### config.mk
export PLATFORM = sky130hd
export DESIGN_NAME = fifo_mem_wr_arbiter
export DESIGN_NICKNAME = d
export VERILOG_FILES = /design/src/rtl/fifo_mem_pkg.sv /design/src/rtl/fifo_mem_rr_pick.sv /design/src/rtl/fifo_mem_wr_arbiter.sv
export SDC_FILE = /design/constraint.sdc
export NUM_CORES = 1
export LEC_CHECK = 0
export ABC_AREA = 1
export CORE_MARGIN = 1
export CORE_UTILIZATION = 30
export CTS_CLUSTER_DIAMETER = 50
export DETAILED_ROUTE_END_ITERATION = 8
export GPL_ROUTABILITY_DRIVEN = 0
export PLACE_DENSITY = 0.7
export SLEW_MARGIN = 25
export SYNTH_ARGS = -nofsm -noshare
export SYNTH_HDL_FRONTEND = slang
export SYNTH_SLANG_ARGS = --single-unit
### constraint.sdc
create_clock -name clk -period 3.1 [get_ports clk]
set_input_delay 0.62 -clock clk [delete_from_list [all_inputs] [get_ports clk]]
set_output_delay 0.62 -clock clk [all_outputs]
set_load 0.01 [all_outputs]
### src/rtl/fifo_mem_pkg.sv
// Shared types and constants for the FIFO memory write-side blocks.
//   arb_state_e : write-port arbiter state (idle / burst owner active)
//   FIFO_DATA_W : default FIFO data width, shared with the FIFO interface
package fifo_mem_pkg;

  localparam int FIFO_DATA_W = 16;

  typedef enum logic {
    ARB_IDLE  = 1'b0,
    ARB_BURST = 1'b1
  } arb_state_e;

endpackage

### src/rtl/fifo_mem_rr_pick.sv
// Combinational round-robin priority picker.
// Scans req_i ascending from start_i, wrapping modulo N; the first set bit wins.
// When excl_en_i is set, excl_idx_i is skipped, but only if some other
// requester is also asking (a lone requester is never starved by the mask).
// Ports:
//   req_i      : request vector
//   start_i    : index that gets highest priority
//   excl_idx_i : index to de-prioritise
//   excl_en_i  : enable for the exclusion
//   found_o    : at least one candidate exists
//   win_o      : winning index (0 when found_o=0)
module fifo_mem_rr_pick #(
  parameter int N  = 4,
  parameter int IW = 2
) (
  input  logic [N-1:0]  req_i,
  input  logic [IW-1:0] start_i,
  input  logic [IW-1:0] excl_idx_i,
  input  logic          excl_en_i,
  output logic          found_o,
  output logic [IW-1:0] win_o
);

  logic [N-1:0] masked;
  logic [N-1:0] cand;
  logic         done;

  always_comb begin
    masked = req_i;
    cand   = req_i;
    if (excl_en_i) begin
      masked[excl_idx_i] = 1'b0;
      if (|masked) cand = masked;
    end
    found_o = |cand;
    win_o   = '0;
    done    = 1'b0;
    for (int k = 0; k < N; k++) begin
      int idx;
      idx = int'(start_i) + k;
      if (idx >= N) idx = idx - N;
      if (!done && cand[idx]) begin
        win_o = IW'(idx);
        done  = 1'b1;
      end
    end
  end

endmodule

### src/rtl/fifo_mem_wr_arbiter.sv
// Round-robin arbiter sharing one FIFO write port among NUM_REQ producers.
// A winner owns the port for up to BURST_LEN accepted beats (one beat while
// the FIFO is at/above threshold). Writes are only issued while the FIFO is
// not full; a full stall keeps the grant and the beat count.
// Ports:
//   clk, areset_b           : clock, async active-low reset
//   req_valid/req_data      : producer requests, data flattened per requester
//   req_ready               : per-producer accept (one-hot or zero)
//   full_ind/threshold_ind  : FIFO status, current cycle
//   overflow_ind            : FIFO overflow pulse
//   trans_write/data_in     : FIFO write strobe and data
//   grant_valid/grant_idx   : current port owner
//   err_overflow/err_clr    : sticky overflow flag and its synchronous clear
module fifo_mem_wr_arbiter
  import fifo_mem_pkg::*;
#(
  parameter int NUM_REQ    = 4,
  parameter int DATA_WIDTH = FIFO_DATA_W,
  parameter int BURST_LEN  = 4,
  localparam int IDX_W     = $clog2(NUM_REQ),
  localparam int CNT_W     = $clog2(BURST_LEN + 1)
) (
  input  logic                          clk,
  input  logic                          areset_b,
  input  logic [NUM_REQ-1:0]            req_valid,
  input  logic [NUM_REQ*DATA_WIDTH-1:0] req_data,
  output logic [NUM_REQ-1:0]            req_ready,
  input  logic                          full_ind,
  input  logic                          threshold_ind,
  input  logic                          overflow_ind,
  output logic                          trans_write,
  output logic [DATA_WIDTH-1:0]         data_in,
  output logic                          grant_valid,
  output logic [IDX_W-1:0]              grant_idx,
  output logic                          err_overflow,
  input  logic                          err_clr
);

  arb_state_e       state_q;
  logic [IDX_W-1:0] gidx_q;
  logic [IDX_W-1:0] rr_q;
  logic [CNT_W-1:0] beat_q;
  logic             err_q;

  logic             in_burst, own_vld, accept;
  logic [CNT_W:0]   beat_inc, eff_len;
  logic             rel_len, rel_idle, rel_any;
  logic             found;
  logic [IDX_W-1:0] win, win_nxt;

  assign in_burst = (state_q == ARB_BURST);
  assign own_vld  = req_valid[gidx_q];
  assign accept   = in_burst && own_vld && !full_ind;

  // Compare one bit wider so beat_q+1 cannot wrap at BURST_LEN.
  assign beat_inc = {1'b0, beat_q} + (CNT_W+1)'(1);
  assign eff_len  = threshold_ind ? (CNT_W+1)'(1) : (CNT_W+1)'(BURST_LEN);

  assign rel_len  = accept && (beat_inc >= eff_len);
  assign rel_idle = in_burst && !own_vld;
  assign rel_any  = rel_len || rel_idle;

  // Only a completed burst pushes the owner to the back; an idle owner
  // is not requesting anyway, so no mask is needed.
  fifo_mem_rr_pick #(.N(NUM_REQ), .IW(IDX_W)) u_pick (
    .req_i      (req_valid),
    .start_i    (rr_q),
    .excl_idx_i (gidx_q),
    .excl_en_i  (rel_len),
    .found_o    (found),
    .win_o      (win)
  );

  assign win_nxt = (win == IDX_W'(NUM_REQ-1)) ? '0 : win + IDX_W'(1);

  always_ff @(posedge clk or negedge areset_b) begin
    if (!areset_b) begin
      state_q <= ARB_IDLE;
      gidx_q  <= '0;
      rr_q    <= '0;
      beat_q  <= '0;
      err_q   <= 1'b0;
    end else begin
      // Set wins over clear.
      err_q <= overflow_ind | (err_q & ~err_clr);
      case (state_q)
        ARB_IDLE: begin
          if (found) begin
            state_q <= ARB_BURST;
            gidx_q  <= win;
            beat_q  <= '0;
            rr_q    <= win_nxt;
          end
        end
        ARB_BURST: begin
          if (rel_any) begin
            beat_q <= '0;
            if (found) begin
              gidx_q <= win;
              rr_q   <= win_nxt;
            end else begin
              state_q <= ARB_IDLE;
            end
          end else if (accept && (beat_q != CNT_W'(BURST_LEN))) begin
            beat_q <= beat_q + CNT_W'(1);
          end
        end
        default: state_q <= ARB_IDLE;
      endcase
    end
  end

  // Ready follows full_ind combinationally so a full FIFO blocks the
  // handshake in the same cycle.
  always_comb begin
    req_ready = '0;
    if (in_burst && !full_ind) req_ready[gidx_q] = 1'b1;
  end

  assign trans_write  = accept;
  assign data_in      = accept ? req_data[gidx_q*DATA_WIDTH +: DATA_WIDTH] : '0;
  assign grant_valid  = in_burst;
  assign grant_idx    = gidx_q;
  assign err_overflow = err_q;

endmodule

==> results of run 1 <==
sequential cells by signal, indices dropped and copies added, names as in the netlist:
name	flops
beat_q	3
rr_q	2
err_overflow	1
grant_valid	1
grant_idx	2
cells by family (layout without fill, tap and decap cells):
group,count (synthesis),in the layout,share of synthesized area (%)
AND/OR/NAND/NOR,151,151,49.5
AO/OA/AOI/OAI,42,42,19.8
buffers and inverters,37,138,10.1
flip-flops,9,9,15.8
adder cells (fa/ha/maj),4,4,3.52
XOR/XNOR,2,2,1.23
tightest hold or removal path, cell delays in order, from the launching register on:
cell	delay, ns
dfrtp_1	0.37
inv_1	0.05
o21bai_1	0.05
worst paths after layout:
| kind | start | to | slack, ns | depth (start not counted) |
|---|---|---|---|---|
| min | err_overflow | err_overflow | 0.52 | 2 |
| min in group asynchronous | areset_b | rr_q[1] | 0.68 | 1 |
| max in group asynchronous | areset_b | err_overflow | 2.14 | 1 |
| min reg2reg | err_overflow | err_overflow | 0.52 | 2 |
| max | full_ind | data_in[2] | 0.11 | 5 |
| max reg2reg | beat_q[0] | rr_q[1] | 0.46 | 19 |
per-stage QoR:
stage,worst slack (ns),power (mW),utilization (%)
4_1_cts,0.122,1.86,56.8
6_report,0.106,1.87,57.0
2_1_floorplan,0.750,1.23,-
3_3_place_gp,0.139,1.71,55.8
3_5_place_dp,0.122,1.73,55.8
5_1_grt,0.00287,2.07,57.0
per-layer routing:
metal  GRT usage (%)  vias up
met1            26.9      890
met2            36.3       69
met4            2.67        0
met3            1.71        2
li1                -     1015
met5               0        -
power by group through the flow:
stage,clock network [mW],registers [mW],logic (mW)
after floorplan,0,0.202,1.03
after CTS,0.131,0.237,1.50
final,0.129,0.236,1.50
after global routing,0.138,0.246,1.68
after detailed placement,0,0.238,1.49
after global placement,0,0.237,1.48
cells in the mapped netlist, types with 2 or more instances:
master / n
a22oi_1: 16
a31oi_1: 16
clkbuf_1: 4
clkinv_1: 2
dfrtp_1: 9
ha_1: 4
inv_1: 27
nand2_1: 97
nand2_2: 11
nand3_1: 22
nand3_2: 4
nand4_1: 2
nor2_1: 8
nor2_4: 2
o21ai_0: 3
o21bai_1: 2
xnor2_1: 2
layout make-up:
cell class | count | area, um2
fillers | 471 | 1910
well taps | 52 | 65.1
repair buffers | 104 | 1030
flip-flops and latches | 9 | 225
inverters | 30 | 113
clock buffers | 4 | 45.0
multi-input cells | 199 | 1060
timing repair:
item,in CTS,in global routing
resized for setup,0,1
hold buffers,0,0
setup endpoints to repair,0,4
==> summary.txt, run 1 <==
status: finished with violations
failing checks: design-rule violations
Net count, final: 425
Hold WC Path Type: reg2reg
synthesis warning total: 0
Flop pwr share: 12.7%
CTS tree: done
initial antenna violation count: 0
Peak supply drop: 0.545 mV
critical path fanouts, max: 18
Yosys reg bits: 9
post-route cell area: 2530 um2
EDFF count, synth: 0
GR Overflow Total: 0
Fin. Hold Viols: 0
antenna viol nets, final: 0
layout cell share with drive strength beyond 1: 8.96%
fin crit share: 96.6%
std cell rows: 24
Starting Density: 32.0%
Power Internal: 878 uW
DR WL met3: 392 um
drc violations: 26
met1 wire length: 2.34 mm
port buffer count: 98
H-tree Lvls: 1
Slowest cell on crit path: clkdlybuf4s50_1
clock latency at the later pin of the worst-skew pair: 0.22 ns
Total Routed Length: 5.15 mm
skew final: 0.00184 ns
largest net degree at the start of global routing: 19
drt first pass iters: 7
RSZ-0062 raised after global routing: false
Pwr Density: 737 nW/um2
worst slew pin tran: 0.527 ns
Crit path required time: 2.48 ns
antenna cells: 0
Main synth FF type: dfrtp_1
Final Setup Violations: 0
top-area cell type share of the netlist area: 25.6%
Fmax: 0.334 GHz
CTS max path bufs: 2
post-DR vias/cell: 4.96
Slew Limit Fails: 0
first-pass GRT wire length: 8.40 mm
via count of the first global-routing pass: 1786
Die W: 70.8 um
Comb power frac: 80.4%
top cells by area, synth: nand2_1, dfrtp_1, a22oi_1
post-synthesis instance area: 1420 um2
Cells after DPL: 394
P_leak: 1.15 nW
Clock Pin Slew Worst Setup and Hold Paths: 0.04 ns
cell family with most CP delay: buffers and inverters
Layout area overhead: 78.3%
Iter 0 DRT Violations: 84
sequential area share after synthesis: 15.8%
met2 routed WL: 2.41 mm
asr flop ratio synth: 100%
# IOs: 99
CP dominant cell by count: clkdlybuf4s50_1
post-synth top area cell: nand2_1
DR WL/cell: 12.9 um
final cell count without fillers: 398
count of different cell masters after synthesis: 31
CP peak stage delay: 0.56 ns
maxcap violations: 0
Mapped Cells: 245
All-Layer GR Usage: 20.2%
clock buffer count from CTS: 3
TNS Setup: 0 ns
Hold WS: 0.523 ns
CORE AREA: 4440 um2
top sig layer: met4
die height: 70.8 um
most frequent cells in the layout: clkdlybuf4s50_1, nand2_1, inv_1
routed vias: 1976
CP Capture Type: primary output
type of origin of the critical path: primary input
post-route minimum period: 2.99 ns
CP Cell Sequence: clkdlybuf4s50_1, nor2_1, nand2_8, a31oi_1, clkdlybuf4s50_1
most common library cell in the layout ignoring fill and taps: clkdlybuf4s50_1
Syn Area/Cell: 5.80 um2
DP HPWL: 4.24 mm
clock power share: 6.9%
setup repair bufs after CTS: 0
CP Class: in2out
Die ar.: 5020 um2
Critical Path AT: 2.37 ns
post-place instance area: 2480 um2
Psw: 989 uW
sw frac: 53.0%
Net Count, Synth: 323
Worst Path Buf+Inv: 2
Sink Count: 9
Max-slew headroom: 64.6%
clk root buf: clkbuf_8
Note: power is estimated with default switching activity, not from simulation.
==> run 2: changes to the inputs <==
- CORE_MARGIN: 1 -> default
==> results of run 2 <==
No change in the layout: final DEF, timing and power equal those of run 1.
==> run 3: changes to the inputs <==
- CORE_MARGIN: default -> 8
- GPL_TIMING_DRIVEN: default -> 0
==> run 3 against run 2 <==
  * The run now ends clean
  * Sequential power decreased by 14%
  * Clock power about the same
  * Non-clock buffer count down 2
  * Highest routed layer unchanged
  * Hold slack lost 0.011 ns
  * Critical endpoint is now data_in[14]
  * Worst setup slack better by 0.021 ns
  * Combinational power barely moved
  * Register-to-register slack better by 0.06 ns
==> summary.txt, run 3 (same netlist as run 1, synthesis figures left out) <==
worst slew pin tran: 0.504 ns (-0.0233 ns)
Biggest register: beat_q
CP Cell Sequence: clkdlybuf4s50_1, nor2_1, nand2_4, buf_4, a31oi_1, clkdlybuf4s50_1
Crit path required time: 2.48 ns (about the same)
CTS tree: done
H-tree Lvls: 1 (unchanged)
port buffer count: 98 (unchanged)
CP Class: in2out
CORE AREA: 4660 um2 (+4.9%)
Die W: 84.8 um (+20%)
first-pass GRT wire length: 9.54 mm (+14%)
Total Routed Length: 5.88 mm (+14%)
CP Capture Type: primary output
Final Setup Violations: 0 (unchanged)
Critical Path AT: 2.35 ns (-0.02 ns)
met2 routed WL: 2.72 mm (+13%)
most common library cell in the layout ignoring fill and taps: nand2_1
CTS max path bufs: 2 (unchanged)
clk root buf: clkbuf_8
clock buffer count from CTS: 3 (unchanged)
critical path fanouts, max: 10 (-8)
Pwr Density: 734 nW/um2 (-0.41%)
DP HPWL: 5.02 mm (+19%)
DR WL/cell: 14.8 um (+14%)
post-DR vias/cell: 4.95 (-0.35%)
Peak supply drop: 0.611 mV (+12%)
WP depth: 6 (+1)
post-route minimum period: 2.97 ns (-0.0208 ns)
cell family with most CP delay: buffers and inverters
met1 wire length: 2.70 mm (+15%)
max reg flops: 3 (unchanged)
Cells after DPL: 397 (+0.76%)
top sig layer: met4
via count of the first global-routing pass: 1909 (+6.9%)
final core utilization: 53.5% (-3.6 points)
Hold WC Path Type: reg2reg
RSZ-0062 raised after global routing: false
clock latency at the later pin of the worst-skew pair: 0.22 ns (about the same)
Fin. Hold Viols: 0 (unchanged)
std cell rows: 25 (+4.2%)
largest net degree at the start of global routing: 11 (-8)
Slew Limit Fails: 0 (unchanged)
skew final: 0.000550 ns (-0.00129 ns)
Worst Path Buf+Inv: 3 (+1)
DR WL met3: 426 um (+8.7%)
drc violations: 0 (-100%)
Layout area overhead: 75.4%
status: completed
maxcap violations: 0 (unchanged)
type of origin of the critical path: primary input
post-place instance area: 2470 um2 (-0.45%)
layout cell share with drive strength beyond 1: 8.43% (-0.53 points)
routed vias: 1969 (-0.35%)
fin crit share: 95.9% (-0.67 points)
Starting Density: 30.5% (-1.5 points)
number of fill cells in the layout: 499 (+5.9%)
R2R depth: 19 (unchanged)
CP dominant cell by count: clkdlybuf4s50_1
final cell count without fillers: 398 (unchanged)
All-Layer GR Usage: 15.9% (-4.3 points)
Iter 0 DRT Violations: 59 (-30%)
drt first pass iters: 4 (-3)
most frequent cells in the layout: nand2_1, clkdlybuf4s50_1, inv_1
Sink Count: 9 (unchanged)
Hold Path Depth: 2 (unchanged)
Slowest cell on crit path: clkdlybuf4s50_1
Max-slew headroom: 66.4% (+1.7 points)
GR Overflow Total: 0 (unchanged)
Die ar.: 7200 um2 (+43%)
Fmax: 0.336 GHz (+0.70%)
die height: 84.8 um (+20%)
CP peak stage delay: 0.55 ns (about the same)
antenna viol nets, final: 0 (unchanged)
# IOs: 99 (unchanged)
Clock Pin Slew Worst Setup and Hold Paths: 0.04 ns (about the same)
initial antenna violation count: 0 (unchanged)
P_leak: 1.19 nW (+3.2%)
antenna cells: 0 (unchanged)
post-route cell area: 2490 um2 (-1.7%)
Net count, final: 423 (-0.47%)
run 3: cell count changes in the layout (fill, tap and decap cells not counted):
cell / change
buf_4: -4
nand2_8: -1
buf_2: +1
nand2_4: +1
clkbuf_2: +1
clkdlybuf4s50_1: -13
dlygate4sd2_1: +13
run 3: final timing paths:
path                       slack [ns]            to    startpoint
hold reg to reg                  0.51  err_overflow  err_overflow
hold / removal                   0.51  err_overflow  err_overflow
max in group asynchronous        2.13     beat_q[1]      areset_b
min in group asynchronous        0.69  grant_idx[0]      areset_b
setup / recovery                 0.13   data_in[14]      full_ind
setup reg to reg                 0.52       rr_q[1]     beat_q[0]
run 3: cell type report:
type                       count  area (um2)  share of cell area (%)
buffer                         4        25.0                    1.00
tap                           54        67.6                    2.71
inverter                      30         113                    4.52
sequential                     9         225                    9.04
multi-input combinational    199        1050                    42.2
clock buffer                   4        45.0                    1.81
timing repair buffer          98         965                    38.7
run 3: worst min-delay path, stage by stage, from the launching register on:
cell and delay, ns:
dfrtp_1 0.37, inv_1 0.05, o21bai_1 0.05
run 3: through the flow:
step	hold WS (ns)	TNS, ns	setup WS, ns	total power, mW
after global routing	0.558	0	0.00219	2.04
after detailed placement	0.509	-2.47	-0.346	1.74
after global placement	0.502	-2.39	-0.339	1.72
after floorplan	0.324	0	0.750	1.23
final	0.512	0	0.127	1.83
after CTS	0.519	0	0.0734	1.86
run 3: layer usage:
metal	track usage, %	vias to the layer above
met5	0	-
met4	2.59	0
met3	3.47	4
met2	28.5	78
met1	19.0	882
li1	-	1005
run 3: what timing repair did:
item	4_1_cts	5_1_grt
hold buffers	0	0
gates cloned	0	0
resized for setup	15	2
setup endpoints to repair	10	4
setup buffers	0	0
run 3: report_power, final:
part	total [mW]	switching, mW	internal [mW]
sequential	0.202	0.0395	0.162
combinational	1.50	0.895	0.602
clock	0.130	0.0408	0.0891
total	1.83	0.975	0.853
